## config.mk

```make
export PLATFORM = sky130hd
export DESIGN_NAME = screen_mux_flat
export DESIGN_NICKNAME = d
export VERILOG_FILES = /design/src/rtl/game_pkg.sv /design/src/rtl/rgb_if.sv /design/src/rtl/screen_fsm.sv /design/src/rtl/screen_mux.sv /design/src/flat_wrapper.sv
export SDC_FILE = /design/constraint.sdc
export NUM_CORES = 1
export LEC_CHECK = 0
export CAP_MARGIN = 10
export CORE_ASPECT_RATIO = 1.1
export CORE_MARGIN = 1.5
export CORE_UTILIZATION = 30
export DETAILED_ROUTE_END_ITERATION = 8
export GPL_ROUTABILITY_DRIVEN = 0
export SLEW_MARGIN = 10
export SYNTH_ARGS = -nofsm -noshare
export SYNTH_HDL_FRONTEND = slang
export SYNTH_SLANG_ARGS = --single-unit
```

## constraint.sdc

```tcl
create_clock -name clk -period 2 [get_ports clk]
set_clock_uncertainty 0.1 [all_clocks]
set_input_delay 0.6 -clock clk [delete_from_list [all_inputs] [get_ports clk]]
set_output_delay 0.6 -clock clk [all_outputs]
set_load 0.1 [all_outputs]
```

## src/rtl/game_pkg.sv

```systemverilog
// Shared types and widths for the screen selection logic.
package game_pkg;
    localparam int RGB_W       = 12;
    localparam int FRAME_CNT_W = 8;

    typedef enum logic [1:0] {
        ST_START    = 2'd0,
        ST_GAME     = 2'd1,
        ST_GAMEOVER = 2'd2
    } state_t;
endpackage

```

## src/rtl/rgb_if.sv

```systemverilog
// Bundle of the three screen pixel streams with their valid qualifiers.
interface rgb_if;
    import game_pkg::*;

    logic [RGB_W-1:0] rgb_start;
    logic [RGB_W-1:0] rgb_game;
    logic [RGB_W-1:0] rgb_gameover;
    logic             valid_start;
    logic             valid_game;
    logic             valid_gameover;

    modport in  (input  rgb_start, rgb_game, rgb_gameover,
                 input  valid_start, valid_game, valid_gameover);
    modport out (output rgb_start, rgb_game, rgb_gameover,
                 output valid_start, valid_game, valid_gameover);
endinterface

```

## src/rtl/screen_fsm.sv

```systemverilog
// Game-state FSM: frame-boundary detect, sticky event flags, gameover hold counter.
module screen_fsm
    import game_pkg::*;
#(
    parameter int GAMEOVER_HOLD_FRAMES = 60
) (
    input  logic       clk,
    input  logic       rst_n,
    input  logic       vblnk_in,
    input  logic       btn_press,
    input  logic       collision,
    output logic [1:0] state_o,
    output logic       game_rst_o
);

    state_t                 state_q, state_d;
    logic                   vblnk_q;
    logic                   btn_pend_q, btn_pend_d;
    logic                   col_pend_q, col_pend_d;
    logic                   game_rst_q, game_rst_d;
    logic [FRAME_CNT_W-1:0] hold_q, hold_d;
    logic                   boundary;
    logic                   btn_accept;
    logic                   col_accept;

    assign boundary = vblnk_in & ~vblnk_q;

    always_comb begin
        btn_accept = btn_press & ((state_q == ST_START) |
                                  ((state_q == ST_GAMEOVER) && (hold_q == '0)));
        col_accept = collision & (state_q == ST_GAME);
        state_d    = state_q;
        hold_d     = hold_q;
        game_rst_d = 1'b0;
        btn_pend_d = btn_pend_q | btn_accept;
        col_pend_d = col_pend_q | col_accept;

        if (boundary) begin
            // Decisions use only flags latched before this strobe; events on the
            // strobe cycle itself become the pending set for the next frame.
            btn_pend_d = btn_accept;
            col_pend_d = col_accept;
            case (state_q)
                ST_START: begin
                    if (btn_pend_q) begin
                        state_d    = ST_GAME;
                        game_rst_d = 1'b1;
                    end
                end
                ST_GAME: begin
                    if (col_pend_q) begin
                        state_d = ST_GAMEOVER;
                        hold_d  = FRAME_CNT_W'(GAMEOVER_HOLD_FRAMES);
                    end
                end
                ST_GAMEOVER: begin
                    if (hold_q != '0) begin
                        hold_d = hold_q - FRAME_CNT_W'(1);
                    end else if (btn_pend_q) begin
                        state_d = ST_START;
                    end
                end
                default: state_d = ST_START;
            endcase
        end
    end

    always_ff @(posedge clk or negedge rst_n) begin
        if (!rst_n) begin
            state_q    <= ST_START;
            vblnk_q    <= 1'b0;
            btn_pend_q <= 1'b0;
            col_pend_q <= 1'b0;
            game_rst_q <= 1'b0;
            hold_q     <= '0;
        end else begin
            state_q    <= state_d;
            vblnk_q    <= vblnk_in;
            btn_pend_q <= btn_pend_d;
            col_pend_q <= col_pend_d;
            game_rst_q <= game_rst_d;
            hold_q     <= hold_d;
        end
    end

    assign state_o    = state_q;
    assign game_rst_o = game_rst_q;

endmodule

```

## src/rtl/screen_mux.sv

```systemverilog
// Selects the RGB stream for the current game screen and re-aligns sync.
// Optional gameover flash is enabled by defining SCREEN_FLASH_EN.
module screen_mux
    import game_pkg::*;
#(
    parameter logic [RGB_W-1:0] BG_COLOR             = 12'h000,
    parameter int               GAMEOVER_HOLD_FRAMES = 60
`ifdef SCREEN_FLASH_EN
    ,
    parameter int               FLASH_FRAMES         = 8
`endif
) (
    input  logic             clk,
    input  logic             rst_n,
    rgb_if.in                rgb_in,
    input  logic             vblnk_in,
    input  logic             hblnk_in,
    input  logic             vsync_in,
    input  logic             hsync_in,
    input  logic             btn_press,
    input  logic             collision,
    output logic [RGB_W-1:0] rgb_out,
    output logic             vsync_out,
    output logic             hsync_out,
    output logic [1:0]       game_state,
    output logic             game_rst
);

    logic [1:0]       fsm_state;
    state_t           cur_state;
    logic [RGB_W-1:0] sel_pix;
    logic [RGB_W-1:0] pix;
    logic [RGB_W-1:0] rgb_q, rgb_d;
    logic             vsync_q, hsync_q;

    screen_fsm #(
        .GAMEOVER_HOLD_FRAMES(GAMEOVER_HOLD_FRAMES)
    ) u_fsm (
        .clk        (clk),
        .rst_n      (rst_n),
        .vblnk_in   (vblnk_in),
        .btn_press  (btn_press),
        .collision  (collision),
        .state_o    (fsm_state),
        .game_rst_o (game_rst)
    );

    assign cur_state = state_t'(fsm_state);

    always_comb begin
        sel_pix = BG_COLOR;
        case (cur_state)
            ST_START:    if (rgb_in.valid_start)    sel_pix = rgb_in.rgb_start;
            ST_GAME:     if (rgb_in.valid_game)     sel_pix = rgb_in.rgb_game;
            ST_GAMEOVER: if (rgb_in.valid_gameover) sel_pix = rgb_in.rgb_gameover;
            default:     sel_pix = BG_COLOR;
        endcase
    end

`ifdef SCREEN_FLASH_EN
    logic                   flash_vblnk_q;
    logic                   frame_tick;
    state_t                 prev_state_q;
    logic [FRAME_CNT_W-1:0] flash_q;
    logic [FRAME_CNT_W-1:0] frame_idx_q;

    assign frame_tick = vblnk_in & ~flash_vblnk_q;

    // Entry is seen one cycle after the boundary, still inside vertical blank.
    always_ff @(posedge clk or negedge rst_n) begin
        if (!rst_n) begin
            flash_vblnk_q <= 1'b0;
            prev_state_q  <= ST_START;
            flash_q       <= '0;
            frame_idx_q   <= '0;
        end else begin
            flash_vblnk_q <= vblnk_in;
            prev_state_q  <= cur_state;
            if (frame_tick) begin
                frame_idx_q <= frame_idx_q + FRAME_CNT_W'(1);
            end
            if ((cur_state == ST_GAMEOVER) && (prev_state_q != ST_GAMEOVER)) begin
                flash_q <= FRAME_CNT_W'(FLASH_FRAMES);
            end else if (frame_tick && (flash_q != '0)) begin
                flash_q <= flash_q - FRAME_CNT_W'(1);
            end
        end
    end

    assign pix = ((flash_q != '0) && !frame_idx_q[0]) ? ~sel_pix : sel_pix;
`else
    assign pix = sel_pix;
`endif

    assign rgb_d = (hblnk_in | vblnk_in) ? '0 : pix;

    always_ff @(posedge clk or negedge rst_n) begin
        if (!rst_n) begin
            rgb_q   <= '0;
            vsync_q <= 1'b0;
            hsync_q <= 1'b0;
        end else begin
            rgb_q   <= rgb_d;
            vsync_q <= vsync_in;
            hsync_q <= hsync_in;
        end
    end

    assign rgb_out    = rgb_q;
    assign vsync_out  = vsync_q;
    assign hsync_out  = hsync_q;
    assign game_state = fsm_state;

endmodule

```

## src/flat_wrapper.sv

```systemverilog
// flat-port wrapper written by rule: the top's interface ports become plain ports
module screen_mux_flat import game_pkg::*;
#(
    parameter logic [RGB_W-1:0] BG_COLOR             = 12'h000,
    parameter int               GAMEOVER_HOLD_FRAMES = 60

)
  (clk, rst_n, vblnk_in, hblnk_in, vsync_in, hsync_in, btn_press, collision, rgb_out, vsync_out, hsync_out, game_state, game_rst, rgb_in_rgb_start, rgb_in_rgb_game, rgb_in_rgb_gameover, rgb_in_valid_start, rgb_in_valid_game, rgb_in_valid_gameover);
  rgb_if rgb_in_i ();
  input  logic clk;
  input  logic rst_n;
  input  logic vblnk_in;
  input  logic hblnk_in;
  input  logic vsync_in;
  input  logic hsync_in;
  input  logic btn_press;
  input  logic collision;
  output logic [RGB_W-1:0] rgb_out;
  output logic vsync_out;
  output logic hsync_out;
  output logic [1:0] game_state;
  output logic game_rst;
  input wire logic [$bits(rgb_in_i.rgb_start)-1:0] rgb_in_rgb_start;
  input wire logic [$bits(rgb_in_i.rgb_game)-1:0] rgb_in_rgb_game;
  input wire logic [$bits(rgb_in_i.rgb_gameover)-1:0] rgb_in_rgb_gameover;
  input wire logic [$bits(rgb_in_i.valid_start)-1:0] rgb_in_valid_start;
  input wire logic [$bits(rgb_in_i.valid_game)-1:0] rgb_in_valid_game;
  input wire logic [$bits(rgb_in_i.valid_gameover)-1:0] rgb_in_valid_gameover;
  assign rgb_in_i.rgb_start = rgb_in_rgb_start;
  assign rgb_in_i.rgb_game = rgb_in_rgb_game;
  assign rgb_in_i.rgb_gameover = rgb_in_rgb_gameover;
  assign rgb_in_i.valid_start = rgb_in_valid_start;
  assign rgb_in_i.valid_game = rgb_in_valid_game;
  assign rgb_in_i.valid_gameover = rgb_in_valid_gameover;
  screen_mux #(.BG_COLOR(BG_COLOR), .GAMEOVER_HOLD_FRAMES(GAMEOVER_HOLD_FRAMES)) u_core (.clk(clk), .rst_n(rst_n), .rgb_in(rgb_in_i), .vblnk_in(vblnk_in), .hblnk_in(hblnk_in), .vsync_in(vsync_in), .hsync_in(hsync_in), .btn_press(btn_press), .collision(collision), .rgb_out(rgb_out), .vsync_out(vsync_out), .hsync_out(hsync_out), .game_state(game_state), .game_rst(game_rst));
endmodule
```

==> flow_summary.json <==
{
  "worstHoldPathCells": 1,
  "row_count": 25,
  "synth-simple-area-share": 0.184,
  "grt_max_degree": 29,
  "wire_per_inst_um": 12.7,
  "synthXorXnorAreaFrac": 0,
  "dieArea_um2": 4910,
  "path_clk_slew_ps": 100,
  "switching_share": 0.436,
  "maxSlewHeadroom": 0.741,
  "critPathKind": "reg -> reg",
  "largest_reg_flops": 12,
  "power.total_mw": 2.49,
  "synth_compound_area_frac": 0.204,
  "synth_edf_count": 0,
  "layout_setup_ws_ps": 184,
  "vias": 1276,
  "startpoint": "u_core.u_fsm.hold_q[0]",
  "drc": 0,
  "yosysUniqueCellTypes": 35,
  "drtAntennaViolNets": 0,
  "holdWs_ps": 429,
  "die_w_um": 67.0,
  "crit_path_end_kind": "flip-flop",
  "drt_iter0_drc": 93,
  "slew_violations": 0,
  "synthAdderAreaFrac": 0.0185,
  "seqPwrFrac": 0.349,
  "hold_violations": 0,
  "cts_buffers": 3,
  "grt_usage": 0.152,
  "status": "finished clean",
  "synthTopCellsByCount": "28 x dfrtp_1, 20 x nand2_1, 15 x a21oi_1",
  "crit_arrival_ps": 1890,
  "rsz0062_at_grt": "false",
  "period_share": 0.908,
  "ys_seq_elements": 28,
  "synth_fp_nets": 184,
  "async_flop_share": 1.00,
  "fillCellCount": 373,
  "clockPowerShare": 0.141,
  "cts_tree": "built",
  "final_core_utilization": 0.537,
  "ys_seq_area_frac": 0.519,
  "cap_viol_max_count": 0,
  "min_path_type": "reg -> reg",
  "placed_area_um2": 2260,
  "synth_largest_area_cell": "dfrtp_1",
  "drive_above_1_share": 0.185,
  "powerDensity_nw_per_um2": 1080,
  "setup-violations-final": 0,
  "port_buffers": 63,
  "final.min_clock_period_ps": 1820,
  "critPathLaunchType": "flip-flop",
  "internal-power_mw": 1.40,
  "yosys-mux-area-fraction": 0.0306,
  "ios": 64,
  "p_sw_mw": 1.09,
  "p_leak_nw": 0.982,
  "final_nets": 255,
  "hpwlAfterDp_um": 2680,
  "synth_top_cells_by_area": "dfrtp_1 52%, a22oi_1 6.7%, a21oi_1 5.6%",
  "design_area_um2": 2320,
  "die_h_um": 73.4,
  "fmax_ghz": 0.551,
  "area_growth_pct": 71.5,
  "antenna_found_initial": 0,
  "syn_area_um2": 1350,
  "n_antenna_cell": 0,
  "synth_top_family_by_area": "compound AO/OA/AOI/OAI gates",
  "r2r_start": "u_core.u_fsm.hold_q[0]",
  "tightest_slew_ps": 389,
  "holdCritStartpoint": "u_core.u_fsm.hold_q[0]",
  "h-tree-depth": 1,
  "yosys.cell_count.top_type": "dfrtp_1",
  "syn_inst": 135,
  "via_per_inst": 4.93,
  "grt_pass1_vias": 1236,
  "post-place-ws_ps": -21.1,
  "cts_buffer_depth": 2,
  "overflow": 0,
  "vdd_drop_max_uv": 464,
  "path_max_fanout": 10,
  "power_frac_comb": 0.509,
  "cts_setup_buffers": 0,
  "clk_latency_ps": 280,
  "avgSynthCellArea_um2": 10.0,
  "yosys_warnings": 0,
  "dominantRegCellSynth": "dfrtp_1",
  "coreArea_um2": 4320,
  "numClockSinks": 28,
  "drt_wl_total_um": 3300,
  "required_ps": 2070,
  "grt_first_pass_wirelength_um": 5530,
  "rr_worst_depth": 6,
  "start_util": 0.313,
  "yosysTopAreaCellShare": 0.519,
  "cts_root_buf": "clkbuf_8",
  "dr.pass1.iters": 4
}
-- critical path: stages, from the launching register on --
cell	delay (ps)
dfrtp_1	410
inv_1	80
ha_1	190
nor3b_2	160
a21oi_2	340
a31oi_1	140
o32a_1	290
-- metrics by stage --
| stage | std cells | TNS, ps |
|---|---|---|
| 3_5_place_dp | 255 | -53.8 |
| 5_1_grt | 259 | 0 |
| 6_report | 259 | 0 |
| 2_1_floorplan | 135 | 0 |
| 3_3_place_gp | 255 | -8.52 |
| 4_1_cts | 259 | 0 |
-- layout make-up --
type | count | area, um2 | area share
inverters | 5 | 18.8 | 0.00810
multi-input cells | 95 | 596 | 0.257
well taps | 54 | 67.6 | 0.0292
flip-flops and latches | 28 | 703 | 0.304
repair buffers | 73 | 876 | 0.378
clock buffers | 4 | 55.1 | 0.0238
-- cells by family (layout without fill, tap and decap cells) --
kind of cell | Yosys count | count (layout)
AND/OR/NAND/NOR | 46 | 46
adder cells (fa/ha/maj) | 2 | 2
AO/OA/AOI/OAI | 43 | 43
buffers and inverters | 12 | 82
flip-flops | 28 | 28
multiplexers | 4 | 4
-- cell usage in the layout (no fill, tap or decap), types with 2 or more instances in the layout --
master | Yosys | layout
clkbuf_8 | 0 | 4
nand2_1 | 20 | 20
buf_4 | 1 | 10
nand3_1 | 2 | 2
a311oi_1 | 2 | 2
mux2i_1 | 3 | 3
ha_1 | 2 | 2
nor2_1 | 4 | 4
a31oi_1 | 2 | 2
buf_12 | 0 | 17
a21oi_1 | 15 | 15
dfrtp_1 | 28 | 26
o22ai_1 | 2 | 2
nand2b_1 | 4 | 4
a22oi_1 | 12 | 12
nor3_1 | 3 | 3
clkdlybuf4s50_1 | 0 | 46
dfrtp_2 | 0 | 2
inv_1 | 5 | 5
o21ai_0 | 4 | 4
and3_1 | 3 | 3
nor2b_1 | 2 | 2
-- power groups by stage --
stage	logic (mW)	registers, mW	clock network, mW
finish	1.27	0.869	0.352
global placement	1.25	0.875	0
CTS	1.27	0.870	0.366
floorplan	0.478	1.17	0
global route	1.36	0.894	0.395
detailed placement	1.27	0.883	0
-- routing by layer --
layer	track usage	routed length, um
met1	0.167	1250
met2	0.264	1650
met3	0.0536	336
met4	0.0612	60
met5	0	0
-- repair_timing --
action / CTS / global route
hold buffers: 0 / 0
endpoints found under the setup margin: 0 / 5
resized for setup: 0 / 1
-- path summary, 6_finish.rpt --
kind | to | slack [ps]
max | u_core.u_fsm.hold_q[2] | 180
max reg2reg | u_core.u_fsm.hold_q[2] | 180
min | u_core.u_fsm.hold_q[0] | 430
min reg2reg | u_core.u_fsm.hold_q[0] | 430
min in group asynchronous | u_core.u_fsm.hold_q[4] | 590
max in group asynchronous | u_core.u_fsm.state_o[1] | 910
Power figures use the tool's default switching activity.
